$ cat src/rtl/music_pkg.sv
// Shared constants, song ROM and pitch table for the music player.
package music_pkg;

   localparam int unsigned NUM_SONGS      = 4;
   localparam int unsigned NOTES_PER_SONG = 32;
   localparam int unsigned SONG_W         = 2;
   localparam int unsigned INDEX_W        = 5;
   localparam int unsigned NOTE_W         = 6;
   localparam int unsigned DUR_W          = 6;
   localparam int unsigned ENTRY_W        = NOTE_W + DUR_W;
   localparam int unsigned ADDR_W         = SONG_W + INDEX_W;
   localparam int unsigned PHASE_W        = 20;
   localparam int unsigned SAMPLE_W       = 16;

   localparam logic signed [SAMPLE_W-1:0] AMPLITUDE     = 16'sh1000;
   localparam logic signed [SAMPLE_W-1:0] NEG_AMPLITUDE = -16'sh1000;

   typedef enum logic {
      PAUSED  = 1'b0,
      PLAYING = 1'b1
   } play_state_t;

   typedef struct packed {
      logic [NOTE_W-1:0] note;
      logic [DUR_W-1:0]  duration;
   } song_entry_t;

   // Unlisted addresses read as all-zero, i.e. an end marker.
   function automatic song_entry_t song_rom(input logic [SONG_W-1:0]  song,
                                            input logic [INDEX_W-1:0] index);
      logic [ADDR_W-1:0]  addr;
      logic [ENTRY_W-1:0] raw;
      addr = {song, index};
      case (addr)
         7'd0:    raw = {6'd32, 6'd2};
         7'd1:    raw = {6'd16, 6'd1};
         7'd2:    raw = {6'd0,  6'd1};
         7'd32:   raw = {6'd8,  6'd3};
         7'd33:   raw = {6'd48, 6'd1};
         7'd64:   raw = {6'd4,  6'd2};
         7'd65:   raw = {6'd12, 6'd4};
         7'd66:   raw = {6'd24, 6'd2};
         7'd96:   raw = {6'd2,  6'd1};
         7'd97:   raw = {6'd1,  6'd1};
         7'd98:   raw = {6'd40, 6'd3};
         default: raw = '0;
      endcase
      return raw;
   endfunction

   // Linear pitch table: 64 entries, step grows by 4096 per note number.
   function automatic logic [PHASE_W-1:0] phase_step(input logic [NOTE_W-1:0] note);
      return {2'b00, note, 12'h000};
   endfunction

endpackage

$ cat src/rtl/music_player_note_player.sv
// Square-wave tone generator: phase accumulator and registered PCM sample.
module note_player
   import music_pkg::*;
(
   input  logic                clk,
   input  logic                reset,
   input  logic                note_load,
   input  logic                new_frame,
   input  logic                enable,
   input  logic [PHASE_W-1:0]  step,
   output logic [SAMPLE_W-1:0] sample
);

   logic [PHASE_W-1:0] phase;

   // A note load restarts the waveform even if a frame arrives the same cycle.
   always_ff @(posedge clk or negedge reset) begin
      if (!reset) begin
         phase <= '0;
      end else if (note_load) begin
         phase <= '0;
      end else if (new_frame && enable) begin
         phase <= phase + step;
      end
   end

   always_ff @(posedge clk or negedge reset) begin
      if (!reset) begin
         sample <= '0;
      end else if (new_frame) begin
         if (!enable) begin
            sample <= '0;
         end else if (phase[PHASE_W-1]) begin
            sample <= NEG_AMPLITUDE;
         end else begin
            sample <= AMPLITUDE;
         end
      end
   end

endmodule

$ cat src/rtl/music_player.sv
// Song sequencer: play/pause FSM, beat timing and note stepping through the song ROM.
module music_player
   import music_pkg::*;
#(
   parameter int unsigned BEAT_COUNT = 500
)
(
   input  logic        clk,
   input  logic        reset,
   input  logic        play_button,
   input  logic        next_button,
   input  logic        new_frame,
   output logic [15:0] sample_out
);

   localparam int unsigned       BEAT_W    = (BEAT_COUNT > 1) ? $clog2(BEAT_COUNT) : 1;
   localparam logic [BEAT_W-1:0] BEAT_LAST = BEAT_W'(BEAT_COUNT - 1);

   play_state_t          state, state_n;
   logic [SONG_W-1:0]    song, song_n;
   logic [INDEX_W-1:0]   index, index_n;
   logic [DUR_W-1:0]     remaining, remaining_n;
   logic [BEAT_W-1:0]    beat_cnt, beat_cnt_n;
   logic                 loaded;
   logic                 play_q, next_q;
   logic                 play_edge_c, next_edge_c, beat_c, note_load_c;
   song_entry_t          entry, load_entry;

   assign entry       = song_rom(song, index);
   assign play_edge_c = play_button & ~play_q;
   assign next_edge_c = next_button & ~next_q;

   always_ff @(posedge clk or negedge reset) begin
      if (!reset) begin
         state     <= PAUSED;
         song      <= '0;
         index     <= '0;
         remaining <= '0;
         beat_cnt  <= '0;
         loaded    <= 1'b0;
         play_q    <= 1'b0;
         next_q    <= 1'b0;
      end else begin
         state     <= state_n;
         song      <= song_n;
         index     <= index_n;
         remaining <= remaining_n;
         beat_cnt  <= beat_cnt_n;
         loaded    <= 1'b1;
         play_q    <= play_button;
         next_q    <= next_button;
      end
   end

   // Next-song has priority over everything; the first cycle after reset only loads.
   always_comb begin
      state_n     = state;
      song_n      = song;
      index_n     = index;
      remaining_n = remaining;
      beat_cnt_n  = beat_cnt;
      note_load_c = 1'b0;
      load_entry  = '0;
      beat_c      = (state == PLAYING) && (beat_cnt == BEAT_LAST);

      if (next_edge_c) begin
         song_n      = song + 1'b1;
         index_n     = '0;
         state_n     = PAUSED;
         beat_cnt_n  = '0;
         note_load_c = 1'b1;
      end else if (!loaded) begin
         note_load_c = 1'b1;
      end else begin
         if (play_edge_c) begin
            state_n = (state == PLAYING) ? PAUSED : PLAYING;
         end
         if (state == PLAYING) begin
            if (entry.duration == '0) begin
               state_n     = PAUSED;
               index_n     = '0;
               beat_cnt_n  = '0;
               note_load_c = 1'b1;
            end else begin
               beat_cnt_n = beat_c ? '0 : beat_cnt + 1'b1;
               if (beat_c) begin
                  if (remaining <= DUR_W'(1)) begin
                     index_n     = index + 1'b1;
                     note_load_c = 1'b1;
                  end else begin
                     remaining_n = remaining - 1'b1;
                  end
               end
            end
         end
      end

      load_entry = song_rom(song_n, index_n);
      if (note_load_c) begin
         remaining_n = load_entry.duration;
      end
   end

   note_player u_note (
      .clk       (clk),
      .reset     (reset),
      .note_load (note_load_c),
      .new_frame (new_frame),
      .enable    ((state == PLAYING) && (entry.note != '0)),
      .step      (phase_step(entry.note)),
      .sample    (sample_out)
   );

endmodule

$ cat config.mk
export PLATFORM = sky130hd
export DESIGN_NAME = music_player
export DESIGN_NICKNAME = d
export VERILOG_FILES = /design/src/rtl/music_pkg.sv /design/src/rtl/music_player_note_player.sv /design/src/rtl/music_player.sv
export SDC_FILE = /design/constraint.sdc
export NUM_CORES = 1
export LEC_CHECK = 0
export ABC_AREA = 1
export BUFFER_PORTS_ARGS = -buffer_cell sky130_fd_sc_hd__buf_2
export CAP_MARGIN = 10
export CORE_ASPECT_RATIO = 1.1
export CORE_MARGIN = 4
export CORE_UTILIZATION = 30
export DETAILED_ROUTE_END_ITERATION = 12
export MAX_ROUTING_LAYER = met4
export SETUP_SLACK_MARGIN = 0.1
export SYNTH_ARGS = -nofsm -noshare
export SYNTH_HDL_FRONTEND = slang
export SYNTH_HIERARCHICAL = 1
export SYNTH_SLANG_ARGS = --single-unit
$ cat constraint.sdc
create_clock -name clk -period 2.7 [get_ports clk]
set_clock_uncertainty 0.15 [all_clocks]
set_input_delay 0 -clock clk [delete_from_list [all_inputs] [get_ports clk]]
set_output_delay 0 -clock clk [all_outputs]
set_load 0.05 [all_outputs]
=== Word level (Yosys, flattened, before mapping) ===
Index checks and enable logic that the tools add are counted.

* Bits in registers: 62
* Input bits: 5
* Output and inout bits: 16
* Word-level logic and storage cells: 96

* Add/sub/neg operators: 5
* $lt $le $gt $ge: 1
* Equal/unequal tests: 24
* Muxes and demuxes: 37
* Bitwise logic cells: 4
* Reduce and logical (&&, ||, !) cells: 15

{| class="wikitable"
|+ Operators with widths
! kind !! count
|-
| one-hot mux 12 bit (11 select lines) || 1
|-
| equality test 7 bit (second input constant) || 12
|-
| two-way mux 9 bit || 5
|-
| two-way mux 6 bit || 7
|-
| two-way mux 20 bit || 2
|-
| one-hot mux 3 bit (11 select lines) || 1
|-
| two-way mux 16 bit || 2
|-
| two-way mux 5 bit || 6
|-
| equality test 7 x 6 -> 1 bit (second input constant) || 4
|-
| adder 20 x 18 -> 20 bit || 1
|-
| equality test 7 x 1 -> 1 bit (second input constant) || 2
|-
| equality test 7 x 2 -> 1 bit (second input constant) || 2
|-
| zero test 7 bit || 2
|-
| two-way mux 1 bit || 12
|-
| nonzero test 2 bit || 6
|-
| adder 9 x 1 -> 9 bit (second input constant) || 1
|-
| equality test 9 bit (second input constant) || 1
|-
| <= comparator 6 x 1 -> 1 bit (second input constant) || 1
|-
| zero test 6 bit || 1
|-
| AND reduction 6 bit || 1
|-
| nonzero test 6 bit || 1
|-
| subtractor 6 x 1 -> 6 bit (second input constant) || 1
|-
| adder 5 x 1 -> 5 bit (second input constant) || 1
|-
| inequality test 2 bit (second input constant) || 2
|-
| other kinds (7) || 11
|}

=== Logic depth before layout (Yosys ltp) ===
Gate-level depths: netlist (run 1).

* Word-level depth: 10
* Mapped depth: 16
* Mapped depth without buffers: 16

=== By module ===
The synthesis (run 1) kept the hierarchy.

{| class="wikitable"
|+ By module, submodules not included
! module !! instances !! cells an instance !! area each (µm²) !! sequential area each (µm²)
|-
| note_player || 1 || 323 || 2133.3 || 550.5
|-
| music_player || 1 || 239 || 1819.2 || 650.6
|}

=== Worst setup path after synthesis (run 1) ===
Ideal clock, no wire load.

* Kind: flip-flop to flip-flop
* Start point: register index[0]
* End point: register u_note.phase[16]
* Data arrival time: 1.929 ns
* Data required time: 2.433 ns
* Setup slack: 0.504 ns
* Stages on the path, launching flop included: 14
* Path buffers: 0
* Clock period less this slack: 2.196 ns
* Path through: dfrtp_1 inv_1 ha_1 nand2_2 inv_2 nand2_1 nand4_1 ha_1 a21oi_1 o21ai_0 a21oi_1 nand3b_1 nand3_1 nand2_1

{| class="wikitable"
|+ RTL lines
! what !! line !! source
|-
| start: declaration || music_player.sv:21 || <nowiki>logic [INDEX_W-1:0] index, index_n;</nowiki>
|-
| start signal: assignment || music_player.sv:46 || <nowiki>index <= index_n;</nowiki>
|-
| end signal: assignment || music_player_note_player.sv:23 || <nowiki>phase <= phase + step;</nowiki>
|-
| end: declaration || music_player_note_player.sv:14 || <nowiki>logic [PHASE_W-1:0] phase;</nowiki>
|}

==> reports/metrics.cfg, run 1 <==
[power]
p_sw_mw = 0.833
p_total_mw = 2.21
seq_power_share_pct = 36.9
clkPwrFrac_pct = 30.2
ir_worst_vdd_mv = 0.259
intPower_mw = 1.37
leakage_nw = 2.38
swShare_pct = 37.7
combPwrFrac_pct = 32.9
p_per_area_nw_per_um2 = 496

[routing]
top_layer_used = met4
routed-wl-met2_um = 4340
dr_total_vias = 3525
finalWirelength_um = 8850
vias_per_cell = 4.67
antenna_left = 0
drc_errors = 0
drt_iter0_drc = 187
drt-met1-wl_um = 4120
first_pass_iters = 4
met3_length_um = 229
avgRoutedWirePerCell_um = 11.7

[placement]
gp_congestion = 0.890
place_inst = 741
port_buffers = 8
dp_hpwl_um = 6750

[yosys]
synth_area_leaders = dfrtp_1, nand2_1, ha_1
synthAdderAreaFrac_pct = 8.74
synth_top_family_by_area = simple AND/OR/NAND/NOR gates
synth_compound_area_share_pct = 8.61
ys_types = 40
yosysTopAreaCellShare_pct = 30.4
synthCells = 562
synth-xor-area-share_pct = 2.88
synthMuxAreaShare_pct = 0
synth_warnings = 6
synth_seq_cells = 48
synthSimpleGateAreaFrac_pct = 39.5
synth_edf_count = 0
synthesis.area_um2 = 3950
yosys.area.top_type = dfrtp_1
synth_area_per_cell_um2 = 7.03
synth-main-ff-cell = dfrtp_1
ys_seq_area_share_pct = 30.4
async_reset_ff_share_pct = 100

[clocking]
cts-root-buf = clkbuf_16
clk_pin_slew_worst_paths_ns = 0.07
cts_sinks = 48
cts_tree = built
cts_inserted_buffers = 5
clock_latency_ns = 0.30
clockBufferDepth = 2
htree_levels = 2

[floorplanning]
die_width_um = 117
row_count = 43
fp.dieArea_um2 = 15100
initial_core_util_pct = 31.0
ios = 21
fp.coreArea_um2 = 12800
chipHeight_um = 128

[critical_path]
crit_type = flip-flop to flip-flop
worstSetupEndpointType = flip-flop
path_cells = inv_1 > ha_1 > nand2_2 > inv_2 > nand2_1 > nand4_1 > ha_2 > a21oi_2 > o21ai_0 > a21oi_1 > nand3b_1 > nand3_1 > nand2_1
critPathMaxFanout = 5
critPathArrivalTime_ns = 2.49
cpPeakStageDelay_ns = 0.42
path_common_cell = nand2_1
critPathRequiredTime_ns = 2.74
crit_path_start_kind = flip-flop
slowest_stage = dfrtp_1

[cells_and_area]
fill_cells = 1289
area_growth_pct = 12.5
final_cell_count_no_fill = 755
fin_nets = 629
drive_above_1_share_pct = 15.9
num_antenna_cells = 0

[status]
status = finished, final reports clean

[sta]
max_freq_ghz = 0.408
tightest_slew_ns = 0.778
post-route-min-period_ns = 2.45
slew_violations = 0
period_share_pct = 90.7
rsz0062_at_grt = false
hold_viol = 0
slew_headroom_pct = 48.1
setup_viol_count_final = 0
fin_tns_setup_ns = 0

[hold_path]
hp-class = input port to async pin

[flow_run]
maxCapViolations = 0

[grt]
grt_max_degree = 33
grt_use_total_pct = 12.4
grt_pass1_vias = 3429
grt_antenna_before_repair = 0
grt_pass1_wl_um = 15400
grt-ovfl-total = 0

stage by stage:
step / util (%) / area [um2] / setup WS [ns] / hold slack [ns]
2_1_floorplan: - / 4050 / 0.504 / -0.446
3_3_place_gp: 33.0 / 4210 / 0.269 / -0.0368
3_5_place_dp: 33.0 / 4210 / 0.212 / -0.0225
4_1_cts: 34.5 / 4400 / 0.181 / 0.200
5_1_grt: 34.9 / 4450 / 0.101 / 0.215
6_report: 34.9 / 4450 / 0.252 / 0.169
final cells by class:
type                       instances  area [um2]  area share [%]
multi-input combinational        453        2500            56.2
clock buffer                       7         143            3.21
inverter                          69         259            5.82
clock inverter                     1        7.51           0.169
sequential                        48        1200            27.0
tap                              157         196            4.42
timing repair buffer              20         140            3.15
logic make-up after synthesis:
| group | Yosys count |
|---|---|
| AO/OA/AOI/OAI | 57 |
| XOR/XNOR | 13 |
| buffers and inverters | 86 |
| adder cells (fa/ha/maj) | 27 |
| other | 3 |
| AND/OR/NAND/NOR | 328 |
| flip-flops | 48 |
synthesized netlist by cell type (4+ instances only):
cell / number
a21oi_1: 19
buf_4: 15
dfrtp_1: 48
ha_1: 26
inv_1: 62
inv_2: 7
nand2_1: 184
nand2_2: 12
nand3_1: 28
nand3_2: 12
nand3b_1: 6
nand4_1: 5
nor2_1: 45
nor2_2: 15
nor3_1: 4
o21ai_0: 19
or2_2: 4
xnor2_1: 5
xor2_1: 8
worst paths after layout:
| check | start | to | slack (ns) | cells after the start |
|---|---|---|---|---|
| max in group asynchronous | reset | remaining[3] | 1.58 | 3 |
| worst min-delay path | reset | u_note/phase[1] | 0.17 | 2 |
| worst min register to register | u_note/phase[12] | u_note/phase[12] | 0.34 | 2 |
| min in group clk | play_button | play_q | 0.21 | 2 |
| worst max register to register | index[0] | u_note/phase[16] | 0.25 | 13 |
| worst max-delay path | index[0] | u_note/phase[16] | 0.25 | 13 |
state kept, by name, indices dropped and copies added (netlist names):
name	count
song	2
state	1
next_q	1
play_q	1
u_note/phase	20
loaded	1
beat_cnt	9
index	5
u_note/sample	2
remaining	6
metal layers:
| layer | vias up | global-route usage (%) |
|---|---|---|
| met5 | - | - |
| met3 | 19 | 2.46 |
| met1 | 1632 | 14.6 |
| met4 | 0 | 2.90 |
| li1 | 1820 | - |
| met2 | 54 | 22.0 |
repair_timing:
action / CTS / global route
hold buffers: 4 / 0
buffers inserted: 0 / 2
endpoints found under the setup margin: 0 / 6
endpoints found under the hold margin: 34 / 0
gates resized for setup: 0 / 10
power groups by stage:
stage	clock network [mW]	logic (mW)	registers (mW)
5_1_grt	0.717	0.829	0.822
6_report	0.666	0.726	0.814
2_1_floorplan	0	0.564	0.830
3_3_place_gp	0	0.688	0.824
4_1_cts	0.691	0.710	0.813
3_5_place_dp	0	0.700	0.827
critical path: cells and delay by family, from the launching register on:
family	cells	cell delay, ns
AND/OR/NAND/NOR	6	0.59
AO/OA/AOI/OAI	3	0.45
flip-flops	1	0.42
buffers and inverters	2	0.14
adder cells (fa/ha/maj)	2	0.58
layout by cell type (no fill, tap or decap), types with 8 or more instances in the layout:
cell type / n
nand3_1: 28
nand2_2: 12
nor2_1: 44
nor2_2: 14
xor2_1: 8
o21ai_0: 19
ha_1: 23
a21oi_1: 15
buf_2: 8
nand3_2: 12
nand2_1: 184
dfrtp_1: 48
conb_1: 28
inv_1: 62
buf_4: 8
(Power assumes the default switching activity.)
==> run 2, diff against run 1 <==
==> constraint.sdc (replaced) <==
create_clock -name clk -period 2.7 [get_ports clk]
set_clock_uncertainty 0.15 [all_clocks]
set_input_delay 0.405 -clock clk [delete_from_list [all_inputs] [get_ports clk]]
set_output_delay 0.405 -clock clk [all_outputs]
set_load 0.05 [all_outputs]
==> reports/metrics.cfg, run 2 (synthesis results as in run 1) <==
[cells_and_area]
fill_cells = 1338
multiInputGateArea_um2 = 2520
fin_nets = 625
largest_registers = u_note/phase (20), beat_cnt (9), remaining (6)
final_common_cell = nand2_1
final_cell_area_um2 = 4430
num_antenna_cells = 0
area_growth_pct = 12.2
largest_register = u_note/phase
final_cell_mix = nand2_1, inv_1, dfrtp_1
seqCellArea_um2 = 1200
post-route-util_pct = 34.8
drive_above_1_share_pct = 16.0
largest_reg_flops = 20

[power]
ir_worst_vdd_mv = 0.274
leakage_nw = 2.36
p_total_mw = 2.19
p_per_area_nw_per_um2 = 495

[routing]
vias_per_cell = 4.71
antenna_left = 0
avgRoutedWirePerCell_um = 11.7
finalWirelength_um = 8780
drt_iter0_drc = 161
drc_errors = 0
first_pass_iters = 4
dr_total_vias = 3531

[placement]
postPlaceCellArea_um2 = 4200
gp_congestion = 0.904
port_buffers = 8
pre_cts_ws_ns = 0.222
dp_hpwl_um = 6750

[floorplanning]
fp.coreArea_um2 = 12800
ios = 21
chipHeight_um = 128
row_count = 43
initial_core_util_pct = 31.0
fp.dieArea_um2 = 15100
die_width_um = 117

[sta]
finalWorstSetupSlack_ns = 0.222
post-route-min-period_ns = 2.48
rsz0062_at_grt = false
fin_tns_setup_ns = 0
max_freq_ghz = 0.404
period_share_pct = 91.8
setup_viol_count_final = 0
slew_violations = 0
hold_viol = 0

[grt]
grt_pass1_vias = 3406
grt_max_degree = 31
grt-ovfl-total = 0
grt_pass1_wl_um = 15200
grt_use_total_pct = 12.3
grt_antenna_before_repair = 0

[clocking]
clock_latency_ns = 0.30
htree_levels = 2
cts_sinks = 48
cts_inserted_buffers = 5
cts-root-buf = clkbuf_16
clk_pin_slew_worst_paths_ns = 0.06
cts_tree = built
clockBufferDepth = 2

[critical_path]
worstSetupEndpointType = flip-flop
critPathMaxFanout = 5
ff2ff_setup_slack_ns = 0.22
critPathArrivalTime_ns = 2.52
critPathRequiredTime_ns = 2.74
crit_type = flip-flop to flip-flop
crit_path_start_kind = flip-flop

[flow_run]
maxCapViolations = 0

[status]
status = finished, final reports clean

[hold_path]
hp-class = input port to flip-flop

run 2: path summary, 6_finish.rpt:
check,from,end,cells past startpoint
worst max-delay path,index[1],u_note/phase[16],13
worst min-delay path,next_button,next_q,1
worst max register to register,index[1],u_note/phase[16],13
worst min register to register,u_note/phase[12],u_note/phase[12],2
max in group asynchronous,reset,remaining[2],3
min in group asynchronous,reset,u_note/phase[1],2
run 2: what timing repair did:
item / 4_1_cts / 5_1_grt
gates resized for setup: 0 / 13
setup endpoints to repair: 0 / 8
hold endpoints to repair: 18 / 0
setup buffers: 0 / 2
hold buffers: 1 / 0
run 2: layer usage:
layer	global-route usage [%]	share of wire [%]	vias up
li1	-	-	1815
met1	14.9	47	1640
met2	21.1	49	58
met3	2.20	2.6	18
met4	3.93	2.3	0
met5	-	0	-
run 2: area by class of cell:
class	count	area share, %
multi-input combinational	453	56.9
sequential	48	27.1
inverter	69	5.84
tap	157	4.43
clock buffer	6	3.13
timing repair buffer	16	2.40
clock inverter	1	0.198
run 2: worst max-delay path, stage by stage (launching register included):
cell and delay [ns]:
dfrtp_1 0.42, inv_1 0.08, ha_1 0.19, inv_1 0.09, nor2_4 0.05, nand2_1 0.12, nand4_1 0.21, ha_4 0.30
a21oi_1 0.21, o21ai_0 0.12, a21oi_1 0.19, nand3b_1 0.10, nand3_1 0.08, nand2_1 0.05
run 2: report_power, final:
| group | switching, mW | total, mW | leakage (nW) | internal, mW |
|---|---|---|---|---|
| logic | 0.496 | 0.734 | 1.64 | 0.238 |
| clock network | 0.280 | 0.646 | 0.0729 | 0.366 |
| registers | 0.0448 | 0.815 | 0.649 | 0.770 |
run 2: metrics by stage:
stage,instances,hold WS [ns]
floorplan,587,-0.0406
global placement,740,0.250
detailed placement,740,0.257
CTS,748,0.0752
global route,750,0.0736
finish,750,0.0745
==> run 3, diff against run 2 <==
- ABC_AREA: 1 -> not set
- CELL_PAD_IN_SITES_DETAIL_PLACEMENT: not set -> 1
- CELL_PAD_IN_SITES_GLOBAL_PLACEMENT: not set -> 1
- PLACE_DENSITY_LB_ADDON: not set -> 0.1
- SKIP_LAST_GASP: not set -> 1
==> reports/metrics.cfg, run 3 <==
[cells_and_area]
fill_cells = 1452
multiInputGateArea_um2 = 2480
seqCellArea_um2 = 1200
final_cell_mix = buf_4, nand2_1, dfrtp_1
largest_reg_flops = 20
largest_register = u_note/phase
final_common_cell = buf_4
drive_above_1_share_pct = 26.9
area_growth_pct = 23.5
largest_registers = u_note/phase (20), beat_cnt (9), remaining (6)
fin_nets = 525
num_antenna_cells = 0

[critical_path]
setup.worst_path.start = index[0]
path_cells = inv_1 > ha_2 > nor2_2 > nor3_2 > ha_1 > buf_4 > nand4_1 > nor2_1 > a221o_1 > a21oi_1 > or4_1 > o211ai_1
endpoint = u_note/phase[18]
cpPeakStageDelay_ns = 0.43
ff2ff_path_depth = 12
crit_path_start_kind = flip-flop
cp_num_cells = 12
critPathRequiredTime_ns = 2.76
critPathArrivalTime_ns = 2.68
cpLargestDelayFamily = simple AND/OR/NAND/NOR gates
critPathMaxFanout = 5
crit_type = flip-flop to flip-flop
slowest_stage = dfrtp_1
r2r_end = u_note/phase[18]
timing.rr.start = index[0]
ff2ff_setup_slack_ns = 0.08
crit_buf_inv = 2
worstSetupEndpointType = flip-flop

[routing]
drt_iter0_drc = 74
vias_per_cell = 5.12
first_pass_iters = 4
finalWirelength_um = 10500
antenna_left = 0
drc_errors = 0
avgRoutedWirePerCell_um = 16.2
dr_total_vias = 3318

[sta]
fin_tns_setup_ns = 0
setup_viol_count_final = 0
max_freq_ghz = 0.382
period_share_pct = 96.9
finalWorstSetupSlack_ns = 0.0829
slew_headroom_pct = 41.5
rsz0062_at_grt = true
post-route-min-period_ns = 2.62
hold_viol = 0
slew_violations = 0
tightest_slew_ns = 0.875

[clocking]
clk_pin_slew_worst_paths_ns = 0.07
cts_sinks = 48
clockBufferDepth = 2
cts_tree = built
clock_latency_ns = 0.30
cts_hold_buffers = 0
cts-root-buf = clkbuf_16
cts_inserted_buffers = 5
htree_levels = 2

[yosys]
synth.most_common_cell = nand2_1
synth-xor-area-share_pct = 3.54
synth_top_family_by_area = simple AND/OR/NAND/NOR gates
async_reset_ff_share_pct = 100
synthCells = 422
yosys.area.top_type = dfrtp_1
synthesis.area_um2 = 3710
synth_area_leaders = dfrtp_1, ha_1, nand2_1
synth_compound_area_share_pct = 22.5
ys_types = 72
synthMuxAreaShare_pct = 0.573
synth_seq_cells = 48
synth_edf_count = 0
synth-main-ff-cell = dfrtp_1
synthSimpleGateAreaFrac_pct = 23.3
synth_warnings = 6
netlist_top_cells_count = nand2_1, dfrtp_1, nor2_1
ys_seq_area_share_pct = 32.4
synthAdderAreaFrac_pct = 9.30
synth_area_per_cell_um2 = 8.80
yosysTopAreaCellShare_pct = 32.4

[grt]
grt_antenna_before_repair = 0
grt_pass1_wl_um = 17400
grt_use_total_pct = 15.6
grt_pass1_vias = 3490
grt-ovfl-total = 0
grt_max_degree = 29

[placement]
port_buffers = 8
gp_congestion = 0.853
dp_hpwl_um = 7940
pre_cts_ws_ns = -0.164

[status]
status = finished, final reports clean

[power]
leakage_nw = 2.07
ir_worst_vdd_mv = 0.341
p_per_area_nw_per_um2 = 616

[floorplanning]
fp.dieArea_um2 = 14200
row_count = 42
die_width_um = 114
ios = 21
initial_core_util_pct = 30.7
chipHeight_um = 125
fp.coreArea_um2 = 12100

[hold_path]
hp-class = input port to async pin

[flow_run]
maxCapViolations = 0

## run 3: cell count changes after synthesis, moves of 6 or more
cell      previous run  this run
nor2_2              15         0
inv_1               62        18
nor3_1               4        10
nand3_1             28        19
nand3_2             12         1
a21o_1               0         6
o21ai_0             19        25
nand2_1            184        51
a21oi_1             19        28
nor2b_1              0         9
inv_2                7         0
nor2_1              45        30
nand2_2             12         1
clkbuf_1             1         7
## run 3: area by class of cell
cell class / count / share of cell area (%)
Timing Repair Buffer: 66 / 10.5
Multi-Input combinational cell: 354 / 54.0
Tap cell: 154 / 4.20
Clock buffer: 6 / 2.81
Inverter: 18 / 1.47
Sequential cell: 48 / 26.3
Clock inverter: 2 / 0.764
## run 3: power by group
| group | total, mW | leakage (nW) | switching, mW | internal [mW] |
|---|---|---|---|---|
| sequential | 0.875 | 0.648 | 0.0907 | 0.784 |
| combinational | 1.23 | 1.34 | 0.674 | 0.555 |
| clock | 0.718 | 0.0808 | 0.281 | 0.436 |
| total | 2.82 | 2.07 | 1.05 | 1.78 |
## run 3: repair_timing
action,4_1_cts,5_1_grt
setup endpoints to repair,8,15
pin swaps,6,9
resized for setup,17,28
buffers inserted,5,6
endpoints found under the hold margin,0,0
## run 3: through the flow
stage | std cells | instance area [um2] | hold slack [ns] | util [%] | total power [mW]
final | 648 | 4580 | 0.0329 | 37.9 | 2.82
after global routing | 648 | 4580 | 0.0741 | 37.9 | 3.03
after CTS | 642 | 4440 | 0.0452 | 36.7 | 2.73
after detailed placement | 629 | 4170 | 0.333 | 34.5 | 1.94
after global placement | 629 | 4170 | 0.319 | 34.5 | 1.93
after floorplan | 449 | 3810 | -0.0406 | - | 1.55
## run 3: how the worst min path moves through the flow
stage | startpoint | endpoint | slack, ns | cells past startpoint
finish | reset | play_q | 0.03 | 1
global route | play_button | play_q | 0.07 | 1
CTS | reset | u_note/phase[0] | 0.05 | 1
detailed placement | beat_cnt[8] | beat_cnt[8] | 0.33 | 1
global placement | beat_cnt[8] | beat_cnt[8] | 0.32 | 1
floorplan | reset | beat_cnt[0] | -0.04 | 0
## run 3: per-layer routing
layer | share of wire (%) | GRT usage [%]
met5 | 0 | -
met3 | 1.6 | 2.09
met1 | 44 | 17.9
met2 | 53 | 27.8
met4 | 2.1 | 4.82
## run 3: worst register-to-register path: cells and delay by family (launching register included)
| family | cells | cell delay [ns] |
|---|---|---|
| compound gates | 3 | 0.27 |
| flops | 1 | 0.43 |
| fa+ha+maj | 2 | 0.55 |
| buf+inv | 2 | 0.25 |
| simple gates | 5 | 0.87 |
## run 3: kinds of logic (layout without fill, tap and decap cells)
family / Yosys count / in the layout
xor+xnor: 15 / 15
flops: 48 / 48
compound gates: 117 / 117
mux: 2 / 2
other cells: 3 / 30
buf+inv: 47 / 92
fa+ha+maj: 27 / 27
simple gates: 163 / 163
